**src/rtl/pool_pkg.sv**
```systemverilog
// Shared types, constants and helpers for the max-pooling datapath.
// Lane slicing and the signed max live here so every lane uses the same compare.
package pool_pkg;

    localparam int DATA_W    = 16;
    localparam int LANES_MAX = 16;
    localparam int WIN_W     = 4;
    localparam int K_MIN     = 1;
    localparam int K_MAX     = 3;

    typedef logic signed [DATA_W-1:0] elem_t;
    typedef logic [LANES_MAX*DATA_W-1:0] lanes_t;

    function automatic elem_t lane_slice(
        input lanes_t v,
        input int     c
    );
        return v[c*DATA_W +: DATA_W];
    endfunction

    // Ties keep the first operand (the running value).
    function automatic elem_t smax(
        input elem_t a,
        input elem_t b
    );
        return (b > a) ? b : a;
    endfunction

endpackage

```
**src/rtl/pool_result_fifo.sv**
```systemverilog
// First-word-fall-through result FIFO with occupancy count.
// A push into a full FIFO is only taken when a pop frees the slot that cycle.
module pool_result_fifo #(
    parameter  int W     = 8,
    parameter  int DEPTH = 4,
    localparam int AW    = $clog2(DEPTH),
    localparam int CW    = AW + 1
) (
    input  logic          clk,
    input  logic          rst_n,
    input  logic          push,
    input  logic [W-1:0]  din,
    input  logic          pop,
    output logic [W-1:0]  dout,
    output logic          empty,
    output logic          full,
    output logic [CW-1:0] count,
    output logic          wr_ok
);

    logic [W-1:0]  mem [DEPTH];
    logic [AW-1:0] wr_ptr;
    logic [AW-1:0] rd_ptr;
    logic          rd_ok;

    assign empty = (count == '0);
    assign full  = (count == CW'(DEPTH));
    assign rd_ok = pop && !empty;
    assign wr_ok = push && (!full || rd_ok);

    // Head reads as zero while empty so stale slots never leak out.
    assign dout = empty ? '0 : mem[rd_ptr];

    always_ff @(posedge clk or negedge rst_n) begin
        if (!rst_n) begin
            wr_ptr <= '0;
            rd_ptr <= '0;
            count  <= '0;
        end else begin
            if (wr_ok)
                wr_ptr <= wr_ptr + 1'b1;
            if (rd_ok)
                rd_ptr <= rd_ptr + 1'b1;
            count <= count + CW'(wr_ok) - CW'(rd_ok);
        end
    end

    always_ff @(posedge clk) begin
        if (wr_ok)
            mem[wr_ptr] <= din;
    end

endmodule

```
**src/rtl/pooling_max_unit.sv**
```systemverilog
// Per-column signed max over KxK pooling windows, buffered toward write-back.
// Bypass mode forwards the array outputs straight into the same FIFO.
module pooling_max_unit
    import pool_pkg::*;
#(
    parameter int COLS       = 4,
    parameter int FIFO_DEPTH = 4
) (
    input  logic                   clk,
    input  logic                   rst_n,
    input  logic                   pooling_en,
    input  logic [2:0]             POOLING_KERNEL_DIM,
    input  logic [2:0]             POOLING_WINDOW_PER_PERIOD,
    input  logic [COLS*DATA_W-1:0] data_i,
    input  logic [COLS-1:0]        input_flag_PL_O,
    input  logic [COLS-1:0]        pooling_signal_o,
    input  logic [1:0]             cnt_PL_kernel_x,
    input  logic [1:0]             cnt_PL_kernel_y,
    input  logic [3:0]             cnt_PL_window,
    input  logic                   clr_err,
    output logic [COLS*DATA_W-1:0] pool_data_o,
    output logic                   pool_valid_o,
    output logic [3:0]             pool_window_o,
    input  logic                   pool_ready_i,
    output logic                   out_flag_pooling,
    output logic                   ovf_err
);

    localparam int VEC_W = COLS * DATA_W;
    localparam int ENT_W = VEC_W + WIN_W;
    localparam int CNT_W = $clog2(FIFO_DEPTH) + 1;

    logic             k_legal;
    logic [1:0]       k_last;
    logic             first;
    logic             last;
    logic [COLS-1:0]  sample;
    lanes_t           data_ext;
    logic [VEC_W-1:0] res_vec;
    logic             unused_cfg;

    assign unused_cfg = ^POOLING_WINDOW_PER_PERIOD;

    assign k_legal = (POOLING_KERNEL_DIM >= 3'(K_MIN))
                  && (POOLING_KERNEL_DIM <= 3'(K_MAX));
    assign k_last  = POOLING_KERNEL_DIM[1:0] - 2'd1;
    assign first   = (cnt_PL_kernel_x == 2'd0)
                  && (cnt_PL_kernel_y == 2'd0);
    assign last    = (cnt_PL_kernel_x == k_last)
                  && (cnt_PL_kernel_y == k_last);

    // Stray strobes (flag without pooling-active) and illegal K never accumulate.
    assign sample = input_flag_PL_O & pooling_signal_o
                  & {COLS{pooling_en && k_legal}};

    always_comb begin
        data_ext = '0;
        data_ext[VEC_W-1:0] = data_i;
    end

    for (genvar c = 0; c < COLS; c++) begin : g_lane
        elem_t acc;
        elem_t d;
        elem_t cand;

        assign d    = lane_slice(data_ext, c);
        assign cand = first ? d : smax(acc, d);

        always_ff @(posedge clk or negedge rst_n) begin
            if (!rst_n)
                acc <= '0;
            else if (!pooling_en)
                acc <= '0;
            else if (sample[c])
                acc <= cand;
        end

        assign res_vec[c*DATA_W +: DATA_W] = cand;
    end

    logic             push_pool;
    logic             push_byp;
    logic             push;
    logic [ENT_W-1:0] din;
    logic [ENT_W-1:0] head;
    logic             empty;
    logic             full;
    logic [CNT_W-1:0] count;
    logic             wr_ok;
    logic             rd_ok;
    logic [CNT_W-1:0] post_occ;
    logic             flag_d;
    logic             ovf_set;

    assign push_pool = sample[0] && last;
    assign push_byp  = !pooling_en && input_flag_PL_O[0];
    assign push      = push_pool || push_byp;
    assign din       = pooling_en ? {res_vec, cnt_PL_window}
                                  : {data_i, 4'd0};

    assign rd_ok = pool_valid_o && pool_ready_i;

    pool_result_fifo #(
        .W     (ENT_W),
        .DEPTH (FIFO_DEPTH)
    ) u_fifo (
        .clk   (clk),
        .rst_n (rst_n),
        .push  (push),
        .din   (din),
        .pop   (pool_ready_i),
        .dout  (head),
        .empty (empty),
        .full  (full),
        .count (count),
        .wr_ok (wr_ok)
    );

    assign pool_valid_o  = !empty;
    assign pool_data_o   = head[ENT_W-1:WIN_W];
    assign pool_window_o = head[WIN_W-1:0];

    // Re-arm only while the FIFO still has room after this write lands.
    assign post_occ = count + CNT_W'(wr_ok) - CNT_W'(rd_ok);
    assign flag_d   = push_pool && wr_ok
                   && (post_occ < CNT_W'(FIFO_DEPTH));
    assign ovf_set  = push && full && !rd_ok;

    always_ff @(posedge clk or negedge rst_n) begin
        if (!rst_n) begin
            out_flag_pooling <= 1'b0;
            ovf_err          <= 1'b0;
        end else begin
            out_flag_pooling <= flag_d;
            if (ovf_set)
                ovf_err <= 1'b1;
            else if (clr_err)
                ovf_err <= 1'b0;
        end
    end

endmodule

```
**config.mk**
```make
export PLATFORM = sky130hd
export DESIGN_NAME = pooling_max_unit
export DESIGN_NICKNAME = d
export VERILOG_FILES = /design/src/rtl/pool_pkg.sv /design/src/rtl/pool_result_fifo.sv /design/src/rtl/pooling_max_unit.sv
export SDC_FILE = /design/constraint.sdc
export NUM_CORES = 1
export LEC_CHECK = 0
export CAP_MARGIN = 25
export CORE_MARGIN = 4
export CORE_UTILIZATION = 50
export DETAILED_ROUTE_END_ITERATION = 10
export PLACE_DENSITY = 0.72
export SYNTH_ARGS = -nofsm -noshare
export SYNTH_HDL_FRONTEND = slang
export SYNTH_SLANG_ARGS = --single-unit
```
**constraint.sdc**
```tcl
create_clock -name clk -period 3.74 [get_ports clk]
set_input_delay 0.561 -clock clk [delete_from_list [all_inputs] [get_ports clk]]
set_output_delay 0.561 -clock clk [all_outputs]
set_load 0.01 [all_outputs]
```
==> flow_summary.json, run 1 <==
{
  "seq_area_sq_um": 10000,
  "crit_arrival_ns": 2.71,
  "synth-edff-count": 272,
  "fin_setup_tns_ns": 0,
  "reg2reg_slack_ns": 0.77,
  "r2r_start": "g_lane[0].acc[15]",
  "multi_input_area_sq_um": 5510,
  "top_layer_used": "met4",
  "crit_slowest_cell": "dfrtp_4",
  "antenna_found_initial": 1,
  "drcViolationCount": 0,
  "dieWidth_microns": 187,
  "dr_wl_met2_mm": 16.9,
  "critPathCaptureType": "output port",
  "rsz0062_at_grt": "no",
  "ir_worst_vdd_mv": 0.423,
  "start_util_pct": 50.7,
  "path_class": "reg2out",
  "status": "finished clean",
  "io_buffers": 158,
  "synthArstFlopShare_pct": 21.2,
  "tightest_slew_ns": 0.887,
  "numCtsBuffers": 36,
  "cap_viol_max_count": 0,
  "vias": 9541,
  "grt_usage_pct": 19.9,
  "syn-num-nets": 1265,
  "postCtsResizedCells": 0,
  "p_sw_share_pct": 27.1,
  "hold_viol_final": 0,
  "p_sw_w": 0.00331,
  "cts_tree": "yes",
  "cts-hold-fix-buffers": 0,
  "ios": 162,
  "area_growth_pct": 22.0,
  "ys_warn_count": 0,
  "finalHoldWorstSlack_ns": 0.169,
  "maxSlewHeadroom_pct": 40.9,
  "dr_wl_met3_mm": 1.87,
  "crit_buf_inv": 2,
  "cp_num_cells": 4,
  "dpl.hpwl_mm": 22.6,
  "fillers": 2344,
  "ys_types": 57,
  "power_frac_clock_pct": 28.3,
  "cp_top_family": "buffers and inverters",
  "yosys_most_used_dff": "edfxtp_1",
  "intPower_w": 0.00890,
  "grt_pass1_vias": 10000,
  "first_pass_iters": 4,
  "fin_crit_ns": 3.27,
  "place_congestion": 0.813,
  "numClockSinks": 345,
  "clock_path_buffers": 3,
  "post_cts_buffers": 0,
  "cp_cell_sequence": "buf_12 -> mux4_2 -> and2_1 -> clkdlybuf4s50_1",
  "crit_start": "u_fifo.rd_ptr[1]",
  "cts.clk_slew.worst_paths_ns": 0.06,
  "synth.avg_cell_area_sq_um": 14.5,
  "cp.required_ns": 3.18,
  "nNetsFinal": 1450,
  "skew_ns": 0.0132,
  "finalMaxSlewViolations": 0,
  "drt_wl_total_mm": 34.3,
  "vias_per_cell": 5.56,
  "ys_ff_latch": 345,
  "grt_start_max_net_pins": 75,
  "grt-ovfl-total": 0,
  "wl_per_cell_microns": 20.0,
  "core_area_sq_um": 31600,
  "dr.first_iter.drc_count": 615,
  "grt_pass1_wl_mm": 55.5,
  "ys_seq_area_share_pct": 62.5,
  "die_area_sq_um": 34900,
  "netlist_instances": 1101,
  "setup_viol": 0,
  "htree_levels": 2,
  "clock-root-buffer": "clkbuf_16",
  "cellLeakagePower_nw": 6.94,
  "synth.cell_area_sq_um": 16000,
  "clk_latency_ns": 0.51,
  "max_freq_mhz": 306,
  "seq_power_share_pct": 39.2,
  "power_w": 0.0122,
  "power_frac_comb_pct": 32.5,
  "hp-class": "in2async",
  "start_kind": "register",
  "drt-met1-wl_mm": 14.9,
  "die_h_microns": 187,
  "fp-row-count": 65,
  "crit_end": "pool_data_o[33]",
  "max_stage_delay_ns": 0.83,
  "path_max_fanout": 37,
  "drive_above_1_share_pct": 18.4,
  "r2r_cells": 10,
  "r2r_end": "u_fifo.mem[0][9]",
  "ant_nets": 0,
  "powerDensity_nw_per_um2": 626,
  "finalCritPeriodShare_pct": 87.5
}
registers in the layout (all words and copies together), names as in the netlist:
signal and count:
u_fifo.count 3, out_flag_pooling 1, u_fifo.rd_ptr 2, u_fifo.mem 272
u_fifo.wr_ptr 2, ovf_err 1, g_lane.acc 64
power by group through the flow:
stage	clock [W]	combinational (W)	sequential (W)
after floorplan	0	0.00228	0.00473
after CTS	0.00355	0.00405	0.00480
after detailed placement	0	0.00403	0.00488
after global placement	0	0.00400	0.00485
after global routing	0.00371	0.00431	0.00483
final	0.00346	0.00397	0.00479
synthesized netlist by cell type (all sizes together), types with 3 or more instances:
master | instances | share of area, %
ha | 72 | 5.6
a21o | 8 | 0.38
edfxtp | 272 | 51
or4 | 3 | 0.14
mux4 | 68 | 9.6
and2 | 82 | 3.2
and3 | 4 | 0.16
o21a | 3 | 0.14
clkbuf | 32 | 0.76
dfrtp | 73 | 11
xnor2 | 4 | 0.22
or3 | 3 | 0.12
mux2i | 4 | 0.25
nor2b | 3 | 0.12
nor2 | 12 | 0.28
nand2 | 105 | 2.5
nand3 | 40 | 1.3
inv | 76 | 1.8
nand4 | 11 | 0.43
mux2 | 65 | 4.6
o21ai | 84 | 2.7
nor4 | 5 | 0.23
buf | 18 | 0.64
a21oi | 26 | 0.91
worst min path at each step:
stage | slack (ns) | end | start
2_1_floorplan | 0.27 | g_lane[0].acc[0] | rst_n
5_1_grt | 0.21 | g_lane[2].acc[7] | rst_n
3_3_place_gp | 0.52 | ovf_err | ovf_err
3_5_place_dp | 0.52 | g_lane[3].acc[2] | g_lane[3].acc[2]
6_report | 0.17 | g_lane[2].acc[7] | rst_n
4_1_cts | 0.18 | g_lane[2].acc[8] | rst_n
area by class of cell:
type / count / area share [%]
clock buffer: 46 / 5.07
inverter: 76 / 1.46
tap: 402 / 2.58
clock inverter: 18 / 0.827
multi-input combinational: 630 / 28.2
antenna: 1 / 0.0128
sequential: 345 / 51.2
timing repair buffer: 197 / 10.6
kinds of logic (layout without fill, tap and decap cells):
group,count (synthesis),in the layout,synth area share (%)
buffers and inverters,126,337,3.18
adder cells (fa/ha/maj),73,73,5.76
other,0,1,0
flip-flops,345,345,62.5
AND/OR/NAND/NOR,278,278,8.87
multiplexers,137,137,14.4
XOR/XNOR,5,5,0.274
AO/OA/AOI/OAI,137,137,5.03
per-stage QoR:
step	area, sq um	util [%]	worst slack [ns]	cells
after floorplan	16000	-	0.693	1101
after global placement	18400	58.2	0.114	1650
after detailed placement	18400	58.2	0.0214	1650
after CTS	19500	61.8	0.371	1714
after global routing	19500	61.9	0.298	1715
final	19500	61.9	0.467	1715
layer usage:
layer | vias up | track usage, %
met5 | - | 0
met4 | 0 | 4.69
met3 | 46 | 4.26
met2 | 204 | 33.2
met1 | 4804 | 27.1
li1 | 4487 | -
layout by cell type (no fill, tap or decap), drive strengths merged, types with 2 or more instances in the layout:
cell	n
o211ai	2
xnor2	4
a21boi	2
edfxtp	272
nor3	2
nor4	5
and2	82
clkdlybuf4s50	156
nand3b	2
bufinv	3
or2	2
nand3	40
o21a	3
and3	4
inv	76
mux2i	4
mux4	68
a21oi	26
mux2	65
o31ai	2
or4	3
nand4	11
clkinv	14
buf	41
or3	3
o21ai	84
dfrtp	73
clkbuf	46
nor2b	3
a21o	8
nand2	105
nor2	12
ha	72
(Power assumes the default switching activity.)
==> inputs of run 2 (changes only) <==
--- a/config.mk
+++ b/config.mk
@@ -6,10 +6,11 @@
 export NUM_CORES = 1
 export LEC_CHECK = 0
 export CAP_MARGIN = 25
-export CORE_MARGIN = 4
+export CORE_MARGIN = 2
 export CORE_UTILIZATION = 50
 export DETAILED_ROUTE_END_ITERATION = 10
 export PLACE_DENSITY = 0.72
+export SETUP_SLACK_MARGIN = 0.05
 export SYNTH_ARGS = -nofsm -noshare
 export SYNTH_HDL_FRONTEND = slang
 export SYNTH_SLANG_ARGS = --single-unit
==> flow_summary.json, run 2 (synthesis gave the netlist of run 1 again) <==
{
  "finalCritPeriodShare_pct": 89.3,
  "vias": 9623,
  "maxSlewHeadroom_pct": 39.1,
  "dp_slack_ns": -0.00789,
  "final_area_sq_um": 19500,
  "die_h_microns": 183,
  "place_congestion": 0.812,
  "fp-row-count": 65,
  "ios": 162,
  "crit_arrival_ns": 2.78,
  "dr.first_iter.drc_count": 660,
  "htree_levels": 2,
  "start_util_pct": 50.7,
  "p_sw_share_pct": 26.9,
  "postCtsResizedCells": 0,
  "power_frac_comb_pct": 32.2,
  "top_register": "u_fifo.mem",
  "setup_viol": 0,
  "clock-root-buffer": "clkbuf_16",
  "fin_setup_tns_ns": 0,
  "clk_latency_ns": 0.51,
  "final_core_util_pct": 61.7,
  "rsz0062_at_grt": "no",
  "cp_cell_sequence": "buf_12 -> mux4_2 -> and2_1 -> clkdlybuf4s50_1",
  "critPathCaptureType": "output port",
  "fin_crit_ns": 3.34,
  "path_max_fanout": 32,
  "ant_nets": 0,
  "finalMaxSlewViolations": 0,
  "numClockSinks": 345,
  "largest_reg_flops": 272,
  "first_pass_iters": 5,
  "largest_registers": "u_fifo.mem: 272 flops, g_lane.acc: 64 flops, u_fifo.count: 3 flops",
  "start_kind": "register",
  "ir_worst_vdd_mv": 0.356,
  "cap_viol_max_count": 0,
  "place_area_sq_um": 18300,
  "layout_commonest_cell": "edfxtp_1",
  "path_class": "reg2out",
  "io_buffers": 158,
  "nNetsFinal": 1447,
  "grt_pass1_wl_mm": 54.6,
  "skew_ns": 0.0146,
  "cts.clk_slew.worst_paths_ns": 0.06,
  "grt_usage_pct": 21.2,
  "area_growth_pct": 21.8,
  "hold_viol_final": 0,
  "drcViolationCount": 0,
  "die_area_sq_um": 33400,
  "drive_above_1_share_pct": 18.1,
  "grt_start_max_net_pins": 75,
  "status": "finished clean",
  "powerDensity_nw_per_um2": 635,
  "cts-hold-fix-buffers": 0,
  "instances_no_fill": 1708,
  "drt_wl_total_mm": 34.3,
  "intPower_w": 0.00904,
  "cp.required_ns": 3.18,
  "tightest_slew_ns": 0.913,
  "core_area_sq_um": 31600,
  "hp-class": "in2async",
  "insertedDiodeCount": 0,
  "seq_power_share_pct": 38.7,
  "grt-ovfl-total": 0,
  "max_stage_delay_ns": 0.68,
  "dp.cells": 1647,
  "dieWidth_microns": 183,
  "clock_path_buffers": 3,
  "max_freq_mhz": 299,
  "post_cts_buffers": 0,
  "p_sw_w": 0.00333,
  "cellLeakagePower_nw": 6.93,
  "grt_pass1_vias": 9871,
  "wl_per_cell_microns": 20.1,
  "crit_slowest_cell": "dfrtp_4",
  "worst_slack_ns": 0.400,
  "vias_per_cell": 5.63,
  "numCtsBuffers": 36,
  "power_frac_clock_pct": 29.0,
  "antenna_found_initial": 0,
  "dpl.hpwl_mm": 22.2,
  "final_cell_mix": "edfxtp_1, clkdlybuf4s50_1, nand2_1",
  "cts_tree": "yes"
}
==> run 2: cell types whose count changed in the layout (fill, tap and decap cells not counted), sizes merged <==
cell,before,now
clkinv,14,6
clkbuf,46,50
buf,41,38
bufinv,3,5
clkinvlp,1,0
diode,1,0
==> run 2: layout make-up <==
class / instances / area, sq um
fill: 2352 / 12100
clock inverter: 11 / 178
tap: 402 / 503
inverter: 76 / 285
sequential: 345 / 10000
multi-input combinational: 630 / 5510
timing repair buffer: 194 / 2010
clock buffer: 50 / 1000
==> run 2: routing by layer <==
metal  share of wire [%]  vias up  GRT usage (%)  wire length [microns]
met5                   0        -              0                      0
met1                  43     4819           29.1                  14900
met2                  49      285           35.5                  16800
li1                    -     4460              -                      -
met4                 2.5        0           6.08                    845
met3                 5.2       59           3.24                   1770
==> run 2: power groups by stage <==
stage          Combinational [W]  Clock [W]  Sequential [W]
3_5_place_dp             0.00403          0         0.00488
2_1_floorplan            0.00228          0         0.00473
6_report                 0.00399    0.00359         0.00479
5_1_grt                  0.00432    0.00383         0.00483
3_3_place_gp             0.00399          0         0.00485
4_1_cts                  0.00405    0.00366         0.00480
==> run 2: final timing paths <==
| check | startpoint | to | slack, ns | depth (start not counted) |
|---|---|---|---|---|
| max in group asynchronous | rst_n | g_lane[1].acc[2] | 2.81 | 2 |
| min reg2reg | ovf_err | ovf_err | 0.52 | 2 |
| max reg2reg | g_lane[0].acc[14] | u_fifo.mem[0][9] | 0.71 | 10 |
| max | u_fifo.rd_ptr[0] | pool_data_o[62] | 0.40 | 4 |
| min in group clk | ovf_err | ovf_err | 0.52 | 2 |
| min | rst_n | g_lane[2].acc[9] | 0.16 | 1 |
==> run 2: worst max-delay path, delay by kind of cell, from the launching register on <==
| family | cells | cell delay [ns] |
|---|---|---|
| buffers and inverters | 2 | 0.83 |
| flip-flops | 1 | 0.68 |
| multiplexers | 1 | 0.55 |
| AND/OR/NAND/NOR | 1 | 0.21 |
==> run 2: through the flow <==
stage / hold slack (ns) / power [W]
floorplan: 0.265 / 0.00701
finish: 0.164 / 0.0124
global placement: 0.518 / 0.00883
detailed placement: 0.524 / 0.00890
CTS: 0.198 / 0.0125
global route: 0.224 / 0.0130
==> inputs of run 3 (changes only) <==
--- a/config.mk
+++ b/config.mk
@@ -9,6 +9,7 @@
 export CORE_MARGIN = 2
 export CORE_UTILIZATION = 50
 export DETAILED_ROUTE_END_ITERATION = 10
+export GPL_TIMING_DRIVEN = 0
 export PLACE_DENSITY = 0.72
 export SETUP_SLACK_MARGIN = 0.05
 export SYNTH_ARGS = -nofsm -noshare
==> flow_summary.json, run 3 (synthesis gave the netlist of run 1 again) <==
{
  "status": "finished clean",
  "final_cell_mix": "edfxtp_1, clkdlybuf4s50_1, nand2_1",
  "place_area_sq_um": 18200,
  "dp.cells": 1667,
  "critPathCaptureType": "output port",
  "vias_per_cell": 5.58,
  "cap_viol_max_count": 0,
  "finalMaxSlewViolations": 0,
  "hp-class": "reg2reg",
  "start_kind": "register",
  "grt-ovfl-total": 0,
  "crit_arrival_ns": 3.02,
  "drive_above_1_share_pct": 17.4,
  "max_freq_mhz": 279,
  "path_class": "reg2out",
  "cts_tree": "yes",
  "fin_crit_ns": 3.58,
  "dieWidth_microns": 183,
  "ant_nets": 0,
  "finalCritPeriodShare_pct": 95.7,
  "worst_slack_ns": 0.160,
  "drt_wl_total_mm": 35.4,
  "final_area_sq_um": 19500,
  "vias": 9666,
  "first_pass_iters": 5,
  "powerDensity_nw_per_um2": 635,
  "clock-root-buffer": "clkbuf_16",
  "cp.required_ns": 3.18,
  "final_core_util_pct": 61.7,
  "clk_latency_ns": 0.51,
  "antenna_found_initial": 1,
  "die_h_microns": 183,
  "die_area_sq_um": 33400,
  "htree_levels": 2,
  "dpl.hpwl_mm": 23.9,
  "layout_commonest_cell": "edfxtp_1",
  "grt_usage_pct": 21.7,
  "ios": 162,
  "clock_path_buffers": 3,
  "instances_no_fill": 1732,
  "grt_pass1_vias": 9887,
  "grt_pass1_wl_mm": 55.8,
  "wl_per_cell_microns": 20.5,
  "tightest_slew_ns": 0.765,
  "dr.first_iter.drc_count": 647,
  "core_area_sq_um": 31600,
  "setup_viol": 0,
  "hold_viol_final": 0,
  "dp_slack_ns": -0.386,
  "grt_start_max_net_pins": 51,
  "io_buffers": 158,
  "path_max_fanout": 10,
  "start_util_pct": 50.7,
  "skew_ns": 0.00795,
  "rsz0062_at_grt": "yes",
  "area_growth_pct": 21.7,
  "nNetsFinal": 1468,
  "numClockSinks": 345,
  "top_register": "u_fifo.mem",
  "largest_reg_flops": 272,
  "numCtsBuffers": 36,
  "maxSlewHeadroom_pct": 49.0,
  "ir_worst_vdd_mv": 0.373,
  "drcViolationCount": 0,
  "largest_registers": "u_fifo.mem: 272 flops, g_lane.acc: 64 flops, u_fifo.count: 3 flops",
  "fp-row-count": 65,
  "cellLeakagePower_nw": 6.90,
  "insertedDiodeCount": 0,
  "finalHoldWorstSlack_ns": 0.534,
  "place_congestion": 0.838,
  "post_cts_buffers": 0,
  "cts.clk_slew.worst_paths_ns": 0.06
}
==> run 3: changes by cell type in the layout (fill, tap and decap cells not counted), moves of 3 or more <==
cell      change
buf_2         +9
clkbuf_8      +4
buf_12       -13
buf_4        -18
clkbuf_1     +26
buf_16        +5
clkbuf_2      +3
==> run 3: through the flow <==
step                setup TNS [ns]  power (W)
finish                           0     0.0124
global route                     0     0.0130
CTS                              0     0.0125
detailed placement          -48.37    0.00889
global placement           -343.32    0.00879
floorplan                        0    0.00701
==> run 3: metal layers <==
layer / wire (microns) / track usage (%)
met5: 0 / 0
met4: 796 / 5.54
met3: 1710 / 3.47
met1: 16000 / 30.4
met2: 16900 / 35.9
==> run 3: path summary, 6_finish.rpt <==
kind	start	end	slack (ns)	cells past startpoint
max in group asynchronous	rst_n	g_lane[1].acc[13]	2.59	3
min reg2reg	ovf_err	ovf_err	0.53	2
min	ovf_err	ovf_err	0.53	2
max	u_fifo.rd_ptr[0]	pool_data_o[62]	0.16	5
min in group asynchronous	rst_n	g_lane[2].acc[11]	0.54	2
max reg2reg	g_lane[0].acc[15]	u_fifo.mem[0][19]	0.38	10
==> run 3: cell type report <==
cell class,instances,area [sq um]
inverters,76,285
multi-input cells,630,5520
clock buffers,51,1050
clock inverters,13,144
repair buffers,165,1730
fillers,2424,12100
flip-flops and latches,345,9990
well taps,402,503
plain buffers,50,248
==> run 3: worst max-delay path: stages (launching register included) <==
cell,delay [ns]
dfrtp_1,0.32
clkbuf_1,0.40
clkdlybuf4s15_2,0.53
mux4_2,0.57
and2_1,0.20
clkdlybuf4s50_1,0.49
==> run 3: report_power, final <==
| group | switching (W) | internal [W] | leakage, nW | total, W |
|---|---|---|---|---|
| registers | 0.0000990 | 0.00458 | 3.48 | 0.00468 |
| logic | 0.00188 | 0.00222 | 2.84 | 0.00410 |
| clock network | 0.00143 | 0.00216 | 0.579 | 0.00359 |
| total | 0.00341 | 0.00895 | 6.90 | 0.0124 |
==> run 3: repair_timing <==
item | in CTS | in global routing
setup endpoints to repair | 68 | 56
hold buffers | 1 | 0
resized for setup | 18 | 13
endpoints found under the hold margin | 23 | 0
